===== src/rtl/riscv_pkg.sv =====
// rtl/riscv_pkg.sv - shared pipeline constants and fetch FSM state type
package riscv_pkg;

  localparam int XLEN = 32;

  localparam logic [XLEN-1:0] NOP_INSTR = 32'h0000_0013;
  localparam logic [XLEN-1:0] RESET_PC  = 32'h0000_0000;

  typedef enum logic [1:0] {
    IDLE,
    WAIT,
    FULL,
    DRAIN
  } fetch_state_t;

  // Instruction fetch is word-granular; the low address bits never reach memory.
  function automatic logic [XLEN-1:0] word_align(input logic [XLEN-1:0] addr);
    return {addr[XLEN-1:2], 2'b00};
  endfunction

endpackage


===== src/rtl/fetch_buffer.sv =====
// rtl/fetch_buffer.sv - one-entry holding register for an instruction caught by a stall
module fetch_buffer
  import riscv_pkg::*;
(
  input  logic            clk,
  input  logic            reset,
  input  logic            load,
  input  logic            clear,
  input  logic [XLEN-1:0] instr_d,
  input  logic [XLEN-1:0] pc_d,
  output logic [XLEN-1:0] instr_q,
  output logic [XLEN-1:0] pc_q,
  output logic            valid
);

  always_ff @(posedge clk) begin
    if (reset) begin
      instr_q <= NOP_INSTR;
      pc_q    <= '0;
      valid   <= 1'b0;
    end else if (load) begin
      instr_q <= instr_d;
      pc_q    <= pc_d;
      valid   <= 1'b1;
    end else if (clear) begin
      valid   <= 1'b0;
    end
  end

endmodule


===== src/rtl/fetch_unit.sv =====
// rtl/fetch_unit.sv - IF stage: PC ownership, single-outstanding imem requests, stall and redirect
module fetch_unit
  import riscv_pkg::*;
(
  input  logic            clk,
  input  logic            reset,
  input  logic            StallF,
  input  logic            PCSrcE,
  input  logic [XLEN-1:0] PCTargetE,
  output logic            imem_req,
  output logic [XLEN-1:0] imem_addr,
  input  logic            imem_ready,
  input  logic            imem_rvalid,
  input  logic [XLEN-1:0] imem_rdata,
  output logic [XLEN-1:0] InstrF,
  output logic [XLEN-1:0] PCF,
  output logic [XLEN-1:0] PCPlus4F,
  output logic            FetchValidF
);

  fetch_state_t    state, state_n;
  logic [XLEN-1:0] pc_q, pc_n;
  logic [XLEN-1:0] req_pc, req_pc_n;

  logic            buf_load, buf_clear, buf_valid;
  logic [XLEN-1:0] buf_instr, buf_pc;

  logic [XLEN-1:0] target;
  logic [XLEN-1:0] seq_pc;

  assign target = word_align(PCTargetE);
  assign seq_pc = req_pc + 32'd4;

  fetch_buffer u_buf (
    .clk     (clk),
    .reset   (reset),
    .load    (buf_load),
    .clear   (buf_clear),
    .instr_d (imem_rdata),
    .pc_d    (req_pc),
    .instr_q (buf_instr),
    .pc_q    (buf_pc),
    .valid   (buf_valid)
  );

  always_ff @(posedge clk) begin
    if (reset) begin
      state  <= IDLE;
      pc_q   <= RESET_PC;
      req_pc <= RESET_PC;
    end else begin
      state  <= state_n;
      pc_q   <= pc_n;
      req_pc <= req_pc_n;
    end
  end

  always_comb begin
    state_n     = state;
    pc_n        = pc_q;
    req_pc_n    = req_pc;
    buf_load    = 1'b0;
    buf_clear   = 1'b0;
    imem_req    = 1'b0;
    imem_addr   = pc_q;
    InstrF      = NOP_INSTR;
    PCF         = '0;
    FetchValidF = 1'b0;

    case (state)
      IDLE: begin
        if (PCSrcE) begin
          pc_n = target;
        end else begin
          imem_req = 1'b1;
          if (imem_ready) begin
            req_pc_n = pc_q;
            state_n  = WAIT;
          end
        end
      end

      WAIT: begin
        if (!imem_rvalid) begin
          if (PCSrcE) begin
            pc_n    = target;
            state_n = DRAIN;
          end
        end else if (PCSrcE) begin
          pc_n    = target;
          state_n = IDLE;
        end else if (!StallF) begin
          // Pass-through and back-to-back request keep a 1-cycle memory at full rate.
          InstrF      = imem_rdata;
          PCF         = req_pc;
          FetchValidF = 1'b1;
          imem_req    = 1'b1;
          imem_addr   = seq_pc;
          if (imem_ready) begin
            req_pc_n = seq_pc;
          end else begin
            pc_n    = seq_pc;
            state_n = IDLE;
          end
        end else begin
          InstrF      = imem_rdata;
          PCF         = req_pc;
          FetchValidF = 1'b1;
          buf_load    = 1'b1;
          state_n     = FULL;
        end
      end

      FULL: begin
        InstrF      = buf_instr;
        PCF         = buf_pc;
        FetchValidF = buf_valid;
        if (PCSrcE) begin
          buf_clear = 1'b1;
          pc_n      = target;
          state_n   = IDLE;
        end else if (!StallF) begin
          buf_clear = 1'b1;
          pc_n      = buf_pc + 32'd4;
          state_n   = IDLE;
        end
      end

      DRAIN: begin
        if (PCSrcE) begin
          pc_n = target;
        end
        if (imem_rvalid) begin
          state_n = IDLE;
        end
      end

      default: state_n = IDLE;
    endcase

    // Outputs are combinational in IDLE/WAIT, so reset must mask them explicitly.
    if (reset) begin
      imem_req    = 1'b0;
      InstrF      = NOP_INSTR;
      PCF         = '0;
      FetchValidF = 1'b0;
      buf_load    = 1'b0;
      buf_clear   = 1'b0;
    end
  end

  assign PCPlus4F = FetchValidF ? (PCF + 32'd4) : '0;

endmodule


===== config.mk =====
export PLATFORM = sky130hd
export DESIGN_NAME = fetch_unit
export DESIGN_NICKNAME = d
export VERILOG_FILES = /design/src/rtl/riscv_pkg.sv /design/src/rtl/fetch_buffer.sv /design/src/rtl/fetch_unit.sv
export SDC_FILE = /design/constraint.sdc
export NUM_CORES = 1
export LEC_CHECK = 0
export BUFFER_PORTS_ARGS = -buffer_cell sky130_fd_sc_hd__buf_2
export CAP_MARGIN = 10
export CORE_MARGIN = 4
export CORE_UTILIZATION = 50
export DETAILED_ROUTE_END_ITERATION = 8
export PLACE_DENSITY = 0.73
export RECOVER_POWER = 25
export SLEW_MARGIN = 20
export SYNTH_ARGS = -nofsm -noshare
export SYNTH_HDL_FRONTEND = slang
export SYNTH_SLANG_ARGS = --single-unit

===== constraint.sdc =====
create_clock -name clk -period 8.85 [get_ports clk]
set_input_delay 0.4425 -clock clk [delete_from_list [all_inputs] [get_ports clk]]
set_output_delay 0.4425 -clock clk [all_outputs]
set_load 0.02 [all_outputs]

======== Yosys cells after proc, flatten, opt, wreduce, memory -nomap -nowiden ========
Cells that the tools add are included.
cells by class
  $add $sub $neg .......................... 3
  equality and inequality tests ........... 15
  multiplexer cells ....................... 58
  reduce and logical (&&, ||, !) cells .... 7
operators by type and width
  cell                                                  count
  2-to-1 mux 32 bit                                     24
  one-hot mux 32 bit (2 select lines)                   3
  adder 32 x 3 -> 32 bit (second input constant)        3
  one-hot mux 32 bit (3 select lines)                   1
  2-to-1 mux 2 bit                                      10
  2-to-1 mux 1 bit                                      17
  inequality test 2 bit (second input constant)         7
  inequality test 4 bit (second input constant)         3
  one-hot mux 2 bit (4 select lines)                    1
  AND reduction 7 bit                                   1
  inequality test 3 bit (second input constant)         2
  AND reduction 6 bit                                   1
  equality test 2 bit (second input constant)           2
  one-hot mux 1 bit (2 select lines)                    2
  nonzero test 2 bit                                    2
  AND reduction 3 bit                                   1
  equality test 2 x 1 -> 1 bit (second input constant)  1
  logical NOT 2 bit                                     1
  OR reduction 2 bit                                    1
storage, ports and cells
  register bits after elaboration ......... 131
  bits of input ports ..................... 70
  logic and storage cells ................. 89

======== Longest topological paths before layout ========
Gate-level depths: netlist of run 1.
  depth in word-level cells ............... 6
  depth in mapped cells ................... 16
  depth with buffers taken out ............ 12

======== Hierarchy ========
From an unflattened synthesis of run 1, not the netlist that was laid out.
unflattened totals
  cell total of the unflattened synthesis .. 1254
  area total of the unflattened synthesis .. 9406.5 um^2
modules (own cells, without submodules)
  module        times used  cells an instance  area each (um^2)  seq. area each (um^2)
  fetch_unit    1           1043               7064.3            1321.3
  fetch_buffer  1           211                2342.2            1301.2

======== Least setup slack after synthesis of run 1 ========
No wires, ideal clock.
  path kind ............................... register to output
  start ................................... reg state[0]
  end ..................................... out PCPlus4F[26]
  arrival ................................. 3.656 ns
  required time ........................... 8.408 ns
  setup slack ............................. 4.752 ns
  stages on the path, launching flop included .. 17
  buffers on the path ..................... 5
  cell sequence ........................... dfxtp_1 > inv_1 > ha_1 > buf_2 > nand2b_1 > clkbuf_1 > clkbuf_1 > buf_1 > buf_1 > nor2_1 > ha_1 > inv_1 > a221oi_2 > nand2_1 > nor4_4 > nand3_1 > a21oi_1
between the ends
  word-level cells in the longest chain between the ends .. 5
RTL lines
  element                                                              RTL line           RTL
  start: declaration                                                   fetch_unit.sv:21   fetch_state_t state, state_n;
  start signal: assignment                                             fetch_unit.sv:52   state <= state_n;
  equality test 2 bit or equality test 2 x 1 -> 1 bit (tied branches)  fetch_unit.sv:70   case (state)
  one-hot mux 32 bit (2 select lines) *                                fetch_unit.sv:70
  2-to-1 mux 32 bit *                                                  fetch_unit.sv:142  if (reset) begin
  via PCF[2]                                                           fetch_unit.sv:16   output logic [XLEN-1:0] PCF,
  adder 32 x 3 -> 32 bit *                                             fetch_unit.sv:152  assign PCPlus4F = FetchValidF ? (PCF + 32'd4) : '0;
  2-to-1 mux 32 bit *                                                  fetch_unit.sv:152
  end: declaration                                                     fetch_unit.sv:17   output logic [XLEN-1:0] PCPlus4F,
The timed path passes the listed nets; every way through them passes the cells marked *.

======== Worst setup path in the final report of run 1 ========
  start ................................... reg state[1]
  end ..................................... out PCPlus4F[26]
between the ends
  word-level cells in the longest chain between the ends .. 5
RTL lines
  element                                                              RTL line
  equality test 2 bit or equality test 2 x 1 -> 1 bit (tied branches)  fetch_unit.sv:70
  one-hot mux 32 bit (2 select lines)                                  fetch_unit.sv:70
  2-to-1 mux 32 bit                                                    fetch_unit.sv:142
  adder 32 x 3 -> 32 bit                                               fetch_unit.sv:152
  2-to-1 mux 32 bit *                                                  fetch_unit.sv:152
Mark *: on every way between the ends. The rest lies on a longest branch, timed or not.

==> results of run 1 <==
==> stage by stage <==
step           hold slack (ps)  utilization [%]
6_report                   236             59.1
5_1_grt                    233             59.1
4_1_cts                    230             59.3
3_5_place_dp               448             56.1
3_3_place_gp               442             56.1
2_1_floorplan              437                -
==> state kept, by name, summed over array words and instances, names as in the netlist <==
| name | cells |
|---|---|
| u_buf.valid | 1 |
| req_pc | 32 |
| pc_q | 32 |
| u_buf.pc_q | 32 |
| state | 2 |
| u_buf.instr_q | 32 |
==> final timing paths <==
check                    startpoint                 to  slack [ps]  depth (start not counted)
setup / recovery           state[1]       PCPlus4F[26]        2320                         13
hold / removal        imem_rdata[4]   u_buf.instr_q[4]         240                          3
setup reg to reg           state[1]            pc_q[3]        2870                          8
hold reg to reg   u_buf.instr_q[18]  u_buf.instr_q[18]         460                          2
==> layout make-up <==
class	count	area, µm²	share of cell area [%]
Multi-Input combinational cell	1133	6500	58.1
Sequential cell	131	2620	23.4
Timing Repair Buffer	214	1090	9.76
Clock buffer	17	425	3.80
Tap cell	260	325	2.91
Clock inverter	15	170	1.52
Inverter	15	56.3	0.503
==> cell families after synthesis <==
kind of cell,after synthesis,synth area share (%)
compound gates,425,27.6
xor+xnor,74,6.66
fa+ha+maj,7,0.899
buf+inv,147,6.39
flops,131,26.9
mux,10,1.09
simple gates,617,30.5
==> placed cells by master, fill, tap and decap left out, drive strengths merged, types with 5 or more instances in the layout <==
cell and n:
a211oi 14, a21boi 6, a21o 22, a21oi 166, a221oi 11, a22oi 59, a31oi 13, and2 26
and4 7, buf 202, clkbuf 29, clkinv 5, dfxtp 131, ha 7, inv 20, mux2 5
mux2i 5, nand2 241, nand3 44, nand4 27, nand4b 23, nor2 161, nor2b 14, nor3 33
nor4 21, o211ai 6, o21ai 76, o221a 7, o22a 7, o31ai 5, xnor2 28, xor2 46
==> worst max-delay path, delay by kind of cell, from the launching register on <==
kind | cells | cell delay [ps]
buffers and inverters | 4 | 2250
AND/OR/NAND/NOR | 4 | 1190
AO/OA/AOI/OAI | 3 | 940
adder cells (fa/ha/maj) | 2 | 890
flip-flops | 1 | 340
==> report_power, final <==
group / switching (mW) / internal (mW) / total, mW
logic: 0.245 / 0.122 / 0.366
registers: 0.0371 / 0.618 / 0.655
clock network: 0.300 / 0.421 / 0.721
==> layer usage <==
| layer | vias up | wire length (µm) | global-route usage (%) |
|---|---|---|---|
| met3 | 61 | 3840 | 7.45 |
| met1 | 5062 | 15000 | 43.4 |
| li1 | 5228 | - | - |
| met4 | 2 | 624 | 9.41 |
| met5 | - | 69 | 2.50 |
| met2 | 589 | 14400 | 43.4 |
==> impl_metrics.env, run 1 <==
export IMPL_synthMostInstantiatedCell="nand2_1"
export IMPL_synth_top_area_cell="dfxtp_1"
export IMPL_dp_cells=1753
export IMPL_layout_drive_gt1_share_pct=17.9
export IMPL_crit_type="register to output port"
export IMPL_arrival_ps=6090
export IMPL_power_mw=1.74
export IMPL_fillers=1795
export IMPL_hold_viol=0
export IMPL_syn_nets=1488
export IMPL_cap_violations=3
export IMPL_layout_area_overhead_vs_synth_pct=15.0
export IMPL_synth_edff_count=0
export IMPL_fmax_mhz=153
export IMPL_crit_fanout=56
export IMPL_cp_data_required_time_ps=8410
export IMPL_final_min_clock_period_ps=6530
export IMPL_grt_pass1_vias=9977
export IMPL_first_iter_violations=1268
export IMPL_clk_latency_ps=430
export IMPL_synthArstFlopShare_pct=0
export IMPL_yosysWarnings=0
export IMPL_coreArea_um2=19000
export IMPL_clk_pin_slew_worst_paths_ps=60
export IMPL_drt_wl_total_um=33900
export IMPL_detailed_place_hpwl_um=23200
export IMPL_postCtsSetupBuffers=0
export IMPL_grt_ovfl_total=0
export IMPL_cts_sinks=131
export IMPL_place_congestion=0.965
export IMPL_clock_skew_ps=8.51
export IMPL_worst_slack_ps=2320
export IMPL_p_per_area_nw_per_um2=156
export IMPL_worstMarginPinSlew_ps=3030
export IMPL_cts_made_buffers=17
export IMPL_syn_avg_cell_area_um2=6.90
export IMPL_final_antenna_net_count=0
export IMPL_fin_crit_sh_pct=73.8
export IMPL_cts_root_buf="clkbuf_16"
export IMPL_drc=0
export IMPL_syn_area_um2=9740
export IMPL_slew_viol_final=169
export IMPL_die_area_um2=21800
export IMPL_n_antenna_cell=0
export IMPL_placed_area_um2=10600
export IMPL_track_usage_pct=30.0
export IMPL_ios=200
export IMPL_violations="capacitance limit, slew limit"
export IMPL_cts_htree_levels=4
export IMPL_cts_tree="done"
export IMPL_synth_seq_cells=131
export IMPL_critPathMaxStageDelay_ps=1910
export IMPL_wl_per_cell_um=19.0
export IMPL_setup_tns_final_ps=0
export IMPL_synth_common_cells="241 x nand2_1, 166 x a21oi_1, 161 x nor2_1"
export IMPL_power_leakage_nw=3.94
export IMPL_rsz0062_at_grt="false"
export IMPL_cts_resized=0
export IMPL_cts_hold_buf=0
export IMPL_die_w_um=148
export IMPL_worstPathCellList="inv_1, ha_2, clkbuf_1, nand4b_1, a21oi_1, ha_1, inv_1, a221oi_2, nand2_1, nor4_4, nand3_1, a21oi_1, buf_2"
export IMPL_clk_path_buf_depth=2
export IMPL_initial_core_util_pct=51.4
export IMPL_grt_first_pass_wirelength_um=53500
export IMPL_ys_seq_area_share_pct=26.9
export IMPL_crit_slowest_cell="clkbuf_1"
export IMPL_synth_top_cell_area_share_pct=26.9
export IMPL_port_buffer_count=197
export IMPL_layout_cells_non_filler=1785
export IMPL_stdcell_area_um2=11200
export IMPL_finalSetupViolCount=0
export IMPL_synth_ff_type="dfxtp_1"
export IMPL_antenna_found_initial=0
export IMPL_firstDrtPassIters=7
export IMPL_slew_limit_headroom_pct=-102
export IMPL_place_ws_ps=4380
export IMPL_synth_area_leaders="dfxtp_1 27%, nand2_1 9.3%, a21oi_1 8.5%, nor2_1 6.2%, a22oi_1 4.5%"
export IMPL_nets=1589
export IMPL_status="complete, but fails checks"
export IMPL_grt_max_degree=74
export IMPL_vias=10900
export IMPL_end_kind="output port"
export IMPL_vdd_drop_max_mv=0.137
export IMPL_synth_cell_types=73
export IMPL_fp_dieH_um=148
export IMPL_vias_per_cell=6.13
export IMPL_syn_inst=1411
export IMPL_hp_class="input port to register"
export IMPL_rows=50
export IMPL_start_kind="register"
No activity file was read; power rests on OpenSTA's default activity.
==> run 2: changes to the inputs <==
- PLACE_DENSITY: 0.73 -> 0.76
- clock period: 8.85 -> 5.9 ns (I/O delays scaled with it)
==> run 2 against run 1 <==
Effect of this change:
- the flow still finishes with violations (capacitance limit, slew limit)
- combinational power increased by 50%
- sequential power is 50% higher
- routed wire length up 0.78%
- cell count is the same
- total power rose by 51%
- sequential cell count stayed put
- non-clock buffer count is the same
- critical path type unchanged
- final area about the same
- global-route usage decreased by 0.25 points
- largest power group unchanged
==> impl_metrics.env, run 2 (synthesis results as in run 1) <==
export IMPL_fin_crit_sh_pct=84.0
export IMPL_finalSetupViolCount=0
export IMPL_vias=11200
export IMPL_cts_hold_buf=0
export IMPL_grt_pass1_vias=10000
export IMPL_place_ws_ps=1790
export IMPL_placed_area_um2=10600
export IMPL_crit_family="simple AND/OR/NAND/NOR gates"
export IMPL_vdd_drop_max_mv=0.216
export IMPL_clk_path_buf_depth=2
export IMPL_postCtsSetupBuffers=0
export IMPL_firstDrtPassIters=6
export IMPL_cp_num_buf_inv=4
export IMPL_final_util_pct=59.0
export IMPL_final_min_clock_period_ps=4960
export IMPL_grt_ovfl_total=0
export IMPL_fp_dieH_um=148
export IMPL_worstPathCellList="inv_1, ha_1, nand2b_1, buf_4, nor2_1, ha_1, inv_1, a221oi_2, nand2_1, nor4_4, nand3_1, a21oi_1, buf_2"
export IMPL_hp_class="input port to register"
export IMPL_drc=0
export IMPL_die_area_um2=21800
export IMPL_clk_pin_slew_worst_paths_ps=60
export IMPL_swShare_pct=32.6
export IMPL_worstMarginPinSlew_ps=3040
export IMPL_first_iter_violations=1489
export IMPL_rsz0062_at_grt="false"
export IMPL_layout_drive_gt1_share_pct=16.5
export IMPL_power_leakage_nw=3.87
export IMPL_clock_skew_ps=9.85
export IMPL_cts_htree_levels=4
export IMPL_hold_viol=0
export IMPL_crit_slowest_cell="nand2b_1"
export IMPL_critPathMaxStageDelay_ps=750
export IMPL_die_w_um=148
export IMPL_arrival_ps=4660
export IMPL_power_mw=2.63
export IMPL_cts_root_buf="clkbuf_16"
export IMPL_layout_commonest_cell="nand2_1"
export IMPL_slew_limit_headroom_pct=-103
export IMPL_internal_power_mw=1.77
export IMPL_worst_slack_ps=945
export IMPL_final_antenna_net_count=0
export IMPL_place_congestion=0.945
export IMPL_track_usage_pct=29.7
export IMPL_nets=1589
export IMPL_detailed_place_hpwl_um=23100
export IMPL_most_common_layout_cells="239 x nand2_1, 167 x buf_2, 165 x a21oi_1, 161 x nor2_1, 131 x dfxtp_1"
export IMPL_cts_resized=0
export IMPL_wl_per_cell_um=19.1
export IMPL_end_kind="output port"
export IMPL_slew_viol_final=129
export IMPL_n_antenna_cell=0
export IMPL_power_share_combinational_pct=20.8
export IMPL_p_per_area_nw_per_um2=235
export IMPL_start_kind="register"
export IMPL_p_sw_mw=0.858
export IMPL_clk_latency_ps=430
export IMPL_sequentialPowerShare_pct=37.3
export IMPL_cts_made_buffers=17
export IMPL_setup_tns_final_ps=0
export IMPL_ios=200
export IMPL_cts_sinks=131
export IMPL_initial_core_util_pct=51.4
export IMPL_layout_area_overhead_vs_synth_pct=14.9
export IMPL_grt_max_degree=78
export IMPL_rows=50
export IMPL_coreArea_um2=19000
export IMPL_grt_first_pass_wirelength_um=53000
export IMPL_port_buffer_count=197
export IMPL_stdcell_area_um2=11200
export IMPL_drt_wl_total_um=34200
export IMPL_crit_fanout=41
export IMPL_status="complete, but fails checks"
export IMPL_cap_violations=3
export IMPL_fmax_mhz=202
export IMPL_cts_tree="done"
export IMPL_antenna_found_initial=1
export IMPL_crit_type="register to output port"
export IMPL_cp_data_required_time_ps=5610
export IMPL_violations="capacitance limit, slew limit"
export IMPL_p_clk_share_pct=41.8
export IMPL_vias_per_cell=6.25
-- run 2: cell types whose count changed in the layout (fill, tap and decap cells not counted), moves of 2 or more --
cell,delta
buf_2,-22
clkbuf_1,+21
and2_0,-11
and2_1,+11
inv_6,-4
clkinvlp_4,+3
buf_4,+2
-- run 2: per-layer routing --
layer	wire [µm]	global-route usage, %	vias to the layer above
met5	7	0	-
met4	549	8.25	2
met3	4370	7.60	60
met2	14600	43.1	689
met1	14700	43.5	5180
li1	-	-	5228
-- run 2: metrics by stage --
stage / hold slack, ps / std cells
global placement: 442 / 1753
finish: 94.5 / 1785
detailed placement: 447 / 1753
floorplan: 419 / 1411
CTS: 82.6 / 1785
global route: 104 / 1785
-- run 2: final cells by class --
cell class | count | area, µm²
Fill cell | 1814 | 7770
Multi-Input combinational cell | 1133 | 6510
Sequential cell | 131 | 2620
Timing Repair Buffer | 214 | 1060
Clock buffer | 17 | 425
Tap cell | 260 | 325
Clock inverter | 15 | 184
Inverter | 15 | 56.3
-- run 2: worst reg2reg max path, cell delays in order, from the launching register on --
cell     delay (ps)
dfxtp_1         340
inv_1            90
ha_1            760
and3b_1         260
buf_4           440
and2_0         2300
buf_4           490
nand2_1          70
a21oi_1         130
-- run 2: final timing paths --
check,startpoint,to,slack (ps),cells past startpoint
max,state[0],PCPlus4F[26],940,13
min,imem_rdata[0],u_buf.instr_q[0],90,3
max reg2reg,state[1],u_buf.instr_q[25],960,8
min reg2reg,u_buf.instr_q[29],u_buf.instr_q[29],450,2
-- run 2: power by group through the flow --
stage	combinational, mW	clock, mW	sequential, mW
3_5_place_dp	0.536	0	0.998
5_1_grt	0.593	1.15	0.987
3_3_place_gp	0.528	0	0.997
2_1_floorplan	0.404	0	0.973
4_1_cts	0.539	1.11	0.979
6_report	0.548	1.10	0.983
==> run 3: changes to the inputs <==
- PLACE_DENSITY: 0.76 -> 0.73
- clock period: 5.9 -> 4.9 ns (I/O delays scaled with it)
==> run 3 against run 2 <==
Effect of this change:
- the flow now finishes without violations
- critical path depth decreased by 1
- register-to-register slack got worse by 220 ps
- setup slack got worse by 350 ps
- clock skew increased by 1.5 ps
- sequential power increased by 20%
- cell count increased by 0.34%
- clock power increased by 21%
- sequential share of layout area decreased by 0.11 points
- total power increased by 21%
- via count decreased by 0.81%
- core utilization increased by 0.29 points
- largest power group unchanged
- highest routed layer is now met4
==> impl_metrics.env, run 3 (synthesis results as in run 1) <==
export IMPL_status="finished clean"
export IMPL_die_area_um2=21800
export IMPL_grt_max_degree=80
export IMPL_n_antenna_cell=0
export IMPL_wl_met3_um=4200
export IMPL_crit_start="state[0]"
export IMPL_drc=0
export IMPL_internal_power_mw=2.14
export IMPL_slew_limit_headroom_pct=4.56
export IMPL_setup_tns_final_ps=0
export IMPL_layout_commonest_cell="nand2_1"
export IMPL_cap_violations=0
export IMPL_end_kind="output port"
export IMPL_p_per_area_nw_per_um2=283
export IMPL_finalSetupViolCount=0
export IMPL_crit_type="register to output port"
export IMPL_final_min_clock_period_ps=4310
export IMPL_placed_area_um2=10700
export IMPL_clk_latency_ps=430
export IMPL_swShare_pct=32.7
export IMPL_wl_met2_um=14500
export IMPL_cts_hold_buf=0
export IMPL_power_mw=3.18
export IMPL_vias_per_cell=6.18
export IMPL_start_kind="register"
export IMPL_clock_skew_ps=11.3
export IMPL_fillers=1875
export IMPL_drt_wl_total_um=34300
export IMPL_wl_met1_um=15000
export IMPL_dr_max_layer_used="met4"
export IMPL_p_sw_mw=1.04
export IMPL_ios=200
export IMPL_cts_made_buffers=17
export IMPL_fmax_mhz=232
export IMPL_most_common_layout_cells="239 x nand2_1, 165 x a21oi_1, 164 x buf_2, 161 x nor2_1, 131 x dfxtp_1"
export IMPL_cts_tree="done"
export IMPL_hold_viol=0
export IMPL_cts_htree_levels=4
export IMPL_hp_class="input port to register"
export IMPL_grt_pass1_vias=9731
export IMPL_hold_ws_ps=49.8
export IMPL_first_iter_violations=1488
export IMPL_grt_ovfl_total=0
export IMPL_layout_area_overhead_vs_synth_pct=15.4
export IMPL_vias=11100
export IMPL_firstDrtPassIters=5
export IMPL_initial_core_util_pct=51.4
export IMPL_clk_path_buf_depth=2
export IMPL_antenna_found_initial=0
export IMPL_power_leakage_nw=3.89
export IMPL_arrival_ps=4060
export IMPL_p_clk_share_pct=41.8
export IMPL_port_buffer_count=197
export IMPL_detailed_place_hpwl_um=23600
export IMPL_power_share_combinational_pct=21.0
export IMPL_layout_drive_gt1_share_pct=16.7
export IMPL_rows=50
export IMPL_wl_per_cell_um=19.2
export IMPL_rsz0062_at_grt="false"
export IMPL_coreArea_um2=19000
export IMPL_fp_dieH_um=148
export IMPL_crit_fanout=16
export IMPL_grt_first_pass_wirelength_um=53400
export IMPL_ff2ff_path_depth=8
export IMPL_regToRegStartpoint="state[1]"
export IMPL_cp_data_required_time_ps=4660
export IMPL_final_antenna_net_count=0
export IMPL_timing_rr_end="u_buf.pc_q[21]"
export IMPL_clk_pin_slew_worst_paths_ps=60
export IMPL_endpoint="PCPlus4F[26]"
export IMPL_nets=1595
export IMPL_cts_sinks=131
export IMPL_sequentialPowerShare_pct=37.2
export IMPL_place_congestion=0.922
export IMPL_cts_resized=0
export IMPL_stdcell_area_um2=11200
export IMPL_r2r_slack_ps=740
export IMPL_worstMarginPinSlew_ps=1430
export IMPL_die_w_um=148
export IMPL_track_usage_pct=29.9
export IMPL_cts_root_buf="clkbuf_16"
export IMPL_slew_viol_final=0
export IMPL_fin_crit_sh_pct=87.9
export IMPL_vdd_drop_max_mv=0.262
export IMPL_postCtsSetupBuffers=0
-- run 3: cell count changes in the layout (fill, tap and decap cells not counted), sizes merged --
| cell | previous run | this run |
|---|---|---|
| clkinvlp | 6 | 5 |
| inv | 16 | 17 |
| buf | 181 | 185 |
| clkbuf | 50 | 52 |
-- run 3: layout make-up --
cell class	count	area [µm²]	area share, %
clock buffer	17	425	3.78
tap	260	325	2.89
sequential	131	2620	23.3
inverter	15	56.3	0.501
clock inverter	15	181	1.61
timing repair buffer	220	1120	9.99
multi-input combinational	1133	6510	57.9
-- run 3: worst max-delay path, cell delays in order (launching register included) --
cell	delay, ps
dfxtp_1	390
inv_1	100
ha_1	550
nand2b_1	480
a21oi_1	340
ha_1	230
inv_1	60
a221oi_2	310
nand2_1	210
nor4_4	440
nand3_1	120
a21oi_1	190
buf_2	190
-- run 3: per-layer routing --
metal / vias up / GRT usage [%]
met5: - / 0
met4: 0 / 7.69
met3: 53 / 7.69
met2: 639 / 43.4
met1: 5146 / 44.0
li1: 5231 / -
-- run 3: how the worst min path moves through the flow --
stage	start	to	slack, ps	cells past startpoint
2_1_floorplan	imem_rdata[0]	u_buf.instr_q[0]	370	2
3_3_place_gp	u_buf.instr_q[30]	u_buf.instr_q[30]	440	2
3_5_place_dp	u_buf.instr_q[30]	u_buf.instr_q[30]	450	2
4_1_cts	imem_rdata[1]	u_buf.instr_q[1]	40	3
5_1_grt	imem_rdata[11]	u_buf.instr_q[11]	60	3
6_report	imem_rdata[1]	u_buf.instr_q[1]	50	3
-- run 3: power by group through the flow --
stage                     combinational [mW]  sequential [mW]  clock [mW]
final                                  0.668             1.18        1.33
after global routing                   0.723             1.19        1.39
after CTS                              0.660             1.18        1.34
after detailed placement               0.657             1.20           0
after global placement                 0.646             1.20           0
after floorplan                        0.486             1.17           0
-- run 3: per-stage QoR --
stage	std cells	util, %	setup WS (ps)
CTS	1791	59.6	795
detailed placement	1759	56.4	1270
floorplan	1411	-	999
global placement	1759	56.4	1390
finish	1791	59.3	593
global route	1791	59.3	376
